### src/rtl/cordic_pkg.sv
// Shared constants and state encoding for the CORDIC phase feeder and its helpers.
package cordic_pkg;

  localparam int          ANGLE_WIDTH  = 32;
  localparam int          XY_WIDTH     = 16;
  localparam logic [31:0] QUARTER_TURN = 32'h4000_0000;
  localparam logic [31:0] HALF_TURN    = 32'h8000_0000;
  // 32000 * 0.607, so the CORDIC gain lands the output near full scale
  localparam int          GAIN_INIT    = 19424;

  typedef enum logic [1:0] {
    IDLE,
    RUN,
    DRAIN
  } feeder_state_t;

endpackage

### src/rtl/cordic_quadrant_prerot.sv
// Quadrant pre-rotation: folds an angle into [-90deg, +90deg) and flips the start vector to match.
module cordic_quadrant_prerot #(
  parameter int ANGLE_WIDTH = 32,
  parameter int XY_WIDTH    = 16
) (
  input  logic        [ANGLE_WIDTH-1:0] p,
  input  logic        [XY_WIDTH-1:0]    amp,
  output logic        [ANGLE_WIDTH-1:0] angle,
  output logic signed [XY_WIDTH-1:0]    x_start,
  output logic signed [XY_WIDTH-1:0]    y_start
);

  localparam logic [ANGLE_WIDTH-1:0] HALF = {1'b1, {(ANGLE_WIDTH-1){1'b0}}};

  // Magnitudes above the signed maximum are clamped so negation can never overflow.
  function automatic logic signed [XY_WIDTH-1:0] sat_mag(input logic [XY_WIDTH-1:0] a);
    if (a[XY_WIDTH-1]) return {1'b0, {(XY_WIDTH-1){1'b1}}};
    return $signed(a);
  endfunction

  logic signed [XY_WIDTH-1:0] mag;
  assign mag = sat_mag(amp);

  always_comb begin
    angle   = p;
    x_start = mag;
    y_start = '0;
    if (p[ANGLE_WIDTH-1] != p[ANGLE_WIDTH-2]) begin
      angle   = p ^ HALF;
      x_start = -mag;
    end
  end

endmodule

### src/rtl/cordic_phase_feeder.sv
// NCO-driven feeder for the pipelined CORDIC rotator with latency-matched output valid.
// Optional build macro CORDIC_PHASE_DITHER_EN adds LFSR dither to the rotated phase.
module cordic_phase_feeder #(
  parameter int ANGLE_WIDTH    = 32,
  parameter int XY_WIDTH       = 16,
  parameter int CORDIC_LATENCY = 16,
  parameter int GAIN_INIT      = 19424
) (
  input  logic                          clock,
  input  logic                          reset,
  input  logic                          cfg_valid,
  output logic                          cfg_ready,
  input  logic        [ANGLE_WIDTH-1:0] cfg_freq_word,
  input  logic        [ANGLE_WIDTH-1:0] cfg_phase_offset,
  input  logic        [XY_WIDTH-1:0]    cfg_amplitude,
  input  logic                          start,
  input  logic                          stop,
  output logic                          busy,
  output logic        [ANGLE_WIDTH-1:0] angle,
  output logic signed [XY_WIDTH-1:0]    x_start,
  output logic signed [XY_WIDTH-1:0]    y_start,
  output logic                          in_valid,
  output logic                          out_valid,
  output logic        [15:0]            sample_count
);

  import cordic_pkg::*;

  localparam int DCW = (CORDIC_LATENCY > 1) ? $clog2(CORDIC_LATENCY) : 1;

  feeder_state_t state_q, state_d;

  logic        [ANGLE_WIDTH-1:0]    freq_q, offset_q, phase_p0, rot_phase;
  logic        [XY_WIDTH-1:0]       amp_q;
  logic        [ANGLE_WIDTH-1:0]    angle_p0;
  logic signed [XY_WIDTH-1:0]       x_p0, y_p0;
  logic        [CORDIC_LATENCY-1:0] vld_pipe;
  logic        [DCW-1:0]            drain_cnt;
  logic                             cfg_fire, start_fire, emit;

  assign cfg_ready  = (state_q == IDLE);
  assign busy       = (state_q != IDLE);
  assign cfg_fire   = cfg_valid & cfg_ready;
  assign start_fire = (state_q == IDLE) & start;
  assign emit       = (state_q == RUN) & ~stop;
  assign out_valid  = vld_pipe[CORDIC_LATENCY-1];

  always_ff @(posedge clock or posedge reset) begin
    if (reset) state_q <= IDLE;
    else       state_q <= state_d;
  end

  always_comb begin
    state_d = state_q;
    case (state_q)
      IDLE:    if (start) state_d = RUN;
      RUN:     if (stop) state_d = DRAIN;
      DRAIN:   if (drain_cnt == DCW'(CORDIC_LATENCY - 1)) state_d = IDLE;
      default: state_d = IDLE;
    endcase
  end

  always_ff @(posedge clock or posedge reset) begin
    if (reset) begin
      freq_q   <= '0;
      offset_q <= '0;
      amp_q    <= XY_WIDTH'(GAIN_INIT);
    end else if (cfg_fire) begin
      freq_q   <= cfg_freq_word;
      offset_q <= cfg_phase_offset;
      amp_q    <= cfg_amplitude;
    end
  end

  // Stage p0: phase accumulator; a same-cycle cfg offset wins over the stored one.
  always_ff @(posedge clock or posedge reset) begin
    if (reset)           phase_p0 <= '0;
    else if (start_fire) phase_p0 <= cfg_fire ? cfg_phase_offset : offset_q;
    else if (emit)       phase_p0 <= phase_p0 + freq_q;
  end

`ifdef CORDIC_PHASE_DITHER_EN
  logic [15:0] lfsr_q;

  always_ff @(posedge clock or posedge reset) begin
    if (reset)     lfsr_q <= 16'hACE1;
    else if (emit) lfsr_q <= {1'b0, lfsr_q[15:1]} ^ (lfsr_q[0] ? 16'hB400 : 16'h0000);
  end

  assign rot_phase = phase_p0 + ANGLE_WIDTH'(lfsr_q);
`else
  assign rot_phase = phase_p0;
`endif

  cordic_quadrant_prerot #(
    .ANGLE_WIDTH (ANGLE_WIDTH),
    .XY_WIDTH    (XY_WIDTH)
  ) u_prerot (
    .p       (rot_phase),
    .amp     (amp_q),
    .angle   (angle_p0),
    .x_start (x_p0),
    .y_start (y_p0)
  );

  // Stage p1: registered CORDIC inputs; held outside RUN.
  always_ff @(posedge clock or posedge reset) begin
    if (reset) begin
      angle    <= '0;
      x_start  <= '0;
      y_start  <= '0;
      in_valid <= 1'b0;
    end else begin
      in_valid <= emit;
      if (emit) begin
        angle   <= angle_p0;
        x_start <= x_p0;
        y_start <= y_p0;
      end
    end
  end

  // Valid shadow of the CORDIC pipeline.
  always_ff @(posedge clock or posedge reset) begin
    if (reset) begin
      vld_pipe <= '0;
    end else begin
      vld_pipe[0] <= in_valid;
      for (int i = 1; i < CORDIC_LATENCY; i++) vld_pipe[i] <= vld_pipe[i-1];
    end
  end

  always_ff @(posedge clock or posedge reset) begin
    if (reset)                  drain_cnt <= '0;
    else if (state_q != DRAIN)  drain_cnt <= '0;
    else                        drain_cnt <= drain_cnt + DCW'(1);
  end

  always_ff @(posedge clock or posedge reset) begin
    if (reset)           sample_count <= '0;
    else if (start_fire) sample_count <= '0;
    else if (out_valid)  sample_count <= sample_count + 16'd1;
  end

endmodule

### config.mk
export PLATFORM = sky130hd
export DESIGN_NAME = cordic_phase_feeder
export DESIGN_NICKNAME = d
export VERILOG_FILES = /design/src/rtl/cordic_pkg.sv /design/src/rtl/cordic_quadrant_prerot.sv /design/src/rtl/cordic_phase_feeder.sv
export SDC_FILE = /design/constraint.sdc
export NUM_CORES = 1
export LEC_CHECK = 0
export ABC_CLOCK_PERIOD_IN_PS = 12400
export BUFFER_PORTS_ARGS = -buffer_cell sky130_fd_sc_hd__clkbuf_2
export CAP_MARGIN = 20
export CORE_MARGIN = 1.5
export CORE_UTILIZATION = 61
export DETAILED_ROUTE_END_ITERATION = 8
export GPL_ROUTABILITY_DRIVEN = 0
export HOLD_SLACK_MARGIN = 0.03
export PLACE_DENSITY = 0.86
export SLEW_MARGIN = 10
export SYNTH_ARGS = -nofsm -noshare
export SYNTH_HDL_FRONTEND = slang
export SYNTH_SLANG_ARGS = --single-unit
### constraint.sdc
create_clock -name clock -period 12.4 [get_ports clock]
set_input_delay 0.62 -clock clock [delete_from_list [all_inputs] [get_ports clock]]
set_output_delay 0.62 -clock clock [all_outputs]
set_load 0.02 [all_outputs]
==> out/metrics.csv <==
metric;value;unit
status;completed;
netlist_top_cells_area;dfrtp_1, mux2_2, nand2_1;
peakVddDrop;0.000263;V
vias_per_cell;5.68;
ys_seq_area_frac;0.518;
total_power;3.30;mW
post-route-util;0.720;
clock_skew;0.00914;ns
power.switching;1.37;mW
yosys.area.top_type;dfrtp_1;
setup.worst_path.end_class;flip-flop;
slowest_stage;dfrtp_1;
p_sw_frac;0.415;
seqPwrFrac;0.348;
synth_edf_count;0;
start_util;0.628;
vias;7208;
critical_path.cell_chain;nor2_1 -> ha_1 -> nand2_1 -> or3_4 -> or4_4 -> o41a_4 -> nand2b_1 -> a21oi_1 -> o21ai_1;
period_share;0.245;
synthMostInstantiatedCell;dfrtp_1;
dieHeight;129;um
cts_sinks;199;
slowest_delay;0.66;ns
yosys_warnings;0;
tritoncts;done;
cap_violations;0;
drv_slew;0;
crit_type;flip-flop to flip-flop;
crit_arrival;3.32;ns
combPwrFrac;0.488;
drc;0;
clockPowerShare;0.164;
synth_area;9620;um2
crit_path_max_fanout;27;
setup_violations;0;
grt_overflow;0;
seq_area;4990;um2
regToRegSetupSlack;9.37;ns
synth_top_area_share;0.499;
fin_nets;1167;
grt_max_degree;119;
multi_input_area;4340;um2
critical_path.top_delay_family;simple AND/OR/NAND/NOR gates;
p_leak;5.36;nW
diodes;0;
power_density;299;nW/um2
intPower;1.93;mW
required;12.68;ns
final_cells;1270;
h-tree-depth;4;
coreArea;15300;um2
cts.repair.resized;0;
holdWs;0.338;ns
hold_path_class;input port to async pin;
die-area;16500;um2
rr_endpoint;x_start[12]$_DFFE_PP0P_;
cts-root-buf;clkbuf_16;
track_usage;0.260;
syn_to_final_growth;14.6;%
firstDrtPassIters;5;
fillCellCount;1068;
synthDistinctLibCells;65;
path_clk_slew;0.07;ns
placementRows;45;
wl;20700;um
avgSynthCellArea;10.5;um2
drive_above_1_share;0.273;
synth-seq-cells;199;
hold_viol;0;
hpwlAfterDp;14000;um
synthFlopType;dfrtp_1;
timing.fmax;330;MHz
clk_latency;0.43;ns
fin_setup_tns;0;ns
rr_startpoint;amp_q[15]$_DFFE_PP0P_;
dr.first_iter.drc_count;518;
crit_path_start_kind;flip-flop;
antenna_found_initial;0;
min_period;3.03;ns
cts_setup_buffers;0;
ant_nets;0;
reg2reg_depth;9;
wire_per_inst;16.3;um
grt_pass1_wl;33700;um
grt_pass1_vias;6969;
chipWidth;129;um
ys_async_sr_fraction;1.00;
port_buffers;152;
slew_headroom;0.303;
path_buf_inv;0;
rsz0062_at_grt;no;
ys_top_cells_by_count;dfrtp_1, nand2_1, mux2_2;
worstMarginPinSlew;1.05;ns
synthCells;915;
place_inst;1238;
clockBufferDepth;2;
numCtsBuffers;17;
ios;169;
holdBufCountCts;0;
[worst max path at each step]
stage                                     start                        to  slack [ns]  cells after the start
final                     amp_q[15]$_DFFE_PP0P_   x_start[12]$_DFFE_PP0P_        9.37                      9
after global routing      amp_q[15]$_DFFE_PP0P_   x_start[12]$_DFFE_PP0P_        9.23                      9
after CTS                 amp_q[15]$_DFFE_PP0P_   x_start[12]$_DFFE_PP0P_        9.44                      9
after detailed placement                   stop   phase_p0[9]$_DFFE_PP0P_        9.38                      8
after global placement                     stop  phase_p0[11]$_DFFE_PP0P_        9.46                      8
after floorplan                           reset      amp_q[0]$_DFFE_PP0P_        6.37                      1
[kinds of logic (layout without fill, tap and decap cells)]
family,count (synthesis),count (layout),synth area share
buffers and inverters,71,200,0.0384
other,1,16,0.000390
AO/OA/AOI/OAI,187,187,0.123
multiplexers,88,88,0.102
AND/OR/NAND/NOR,291,291,0.133
flip-flops,199,199,0.518
adder cells (fa/ha/maj),35,35,0.0463
XOR/XNOR,43,43,0.0391
[layout by cell type (no fill, tap or decap), types with 4 or more instances in the layout]
cell,Yosys,layout
or3_1,6,6
conb_1,1,16
dfrtp_1,192,192
a21oi_1,46,46
inv_1,11,10
nand3_1,10,10
a21o_1,13,13
o21ai_1,27,27
buf_4,16,5
xnor2_1,19,19
nand2_1,156,155
xor2_1,24,24
o21bai_1,5,5
o31ai_1,4,4
o211ai_1,4,4
dfstp_2,7,7
nor2_1,55,54
mux2i_1,7,7
mux2_2,81,81
nor3_1,19,19
ha_1,34,34
a221oi_1,5,5
nand4_1,12,12
clkbuf_16,0,17
clkbuf_2,0,152
nor2b_1,4,4
nand2b_1,4,4
o21ai_0,33,33
a22oi_1,24,24
and3_1,9,9
[final cells by class]
cell class                 instances  share of cell area
clock inverter                    10              0.0108
inverter                          11             0.00442
clock buffer                      21              0.0408
tap                              211              0.0239
sequential                       199               0.452
timing repair buffer             158              0.0748
multi-input combinational        660               0.393
[registers in the layout, indices dropped and copies added, names as in the netlist]
register,cells
in_valid,1
sample_count,16
drain_cnt,4
offset_q,32
state_q,2
x_start,16
vld_pipe,16
freq_q,32
amp_q,16
angle,32
phase_p0,32
[power groups by stage]
stage	Sequential, mW	Combinational, mW	Clock, mW
floorplan	1.16	1.21	0
global placement	1.14	1.55	0
detailed placement	1.15	1.59	0
CTS	1.14	1.61	0.546
global route	1.18	1.80	0.575
finish	1.15	1.61	0.542
[through the flow]
stage                     area, um2  setup WS [ns]
after floorplan                9680           6.37
after global placement        10400           9.46
after detailed placement      10400           9.38
after CTS                     11000           9.44
after global routing          11000           9.23
final                         11000           9.37
[worst register-to-register path, delay by kind of cell (launching register included)]
kind,cells,cell delay (ns)
compound gates,3,0.62
flops,1,0.66
fa+ha+maj,1,0.22
simple gates,5,1.37
[per-layer routing]
metal	vias to the layer above	GRT usage	share of wire	wire length [um]
met5	-	0	0	0
met4	0	0.0932	0.022	457
met3	36	0.0491	0.059	1220
met2	243	0.418	0.47	9760
met1	3486	0.358	0.45	9220
li1	3443	-	-	-
No activity file was read; power rests on OpenSTA's default activity.
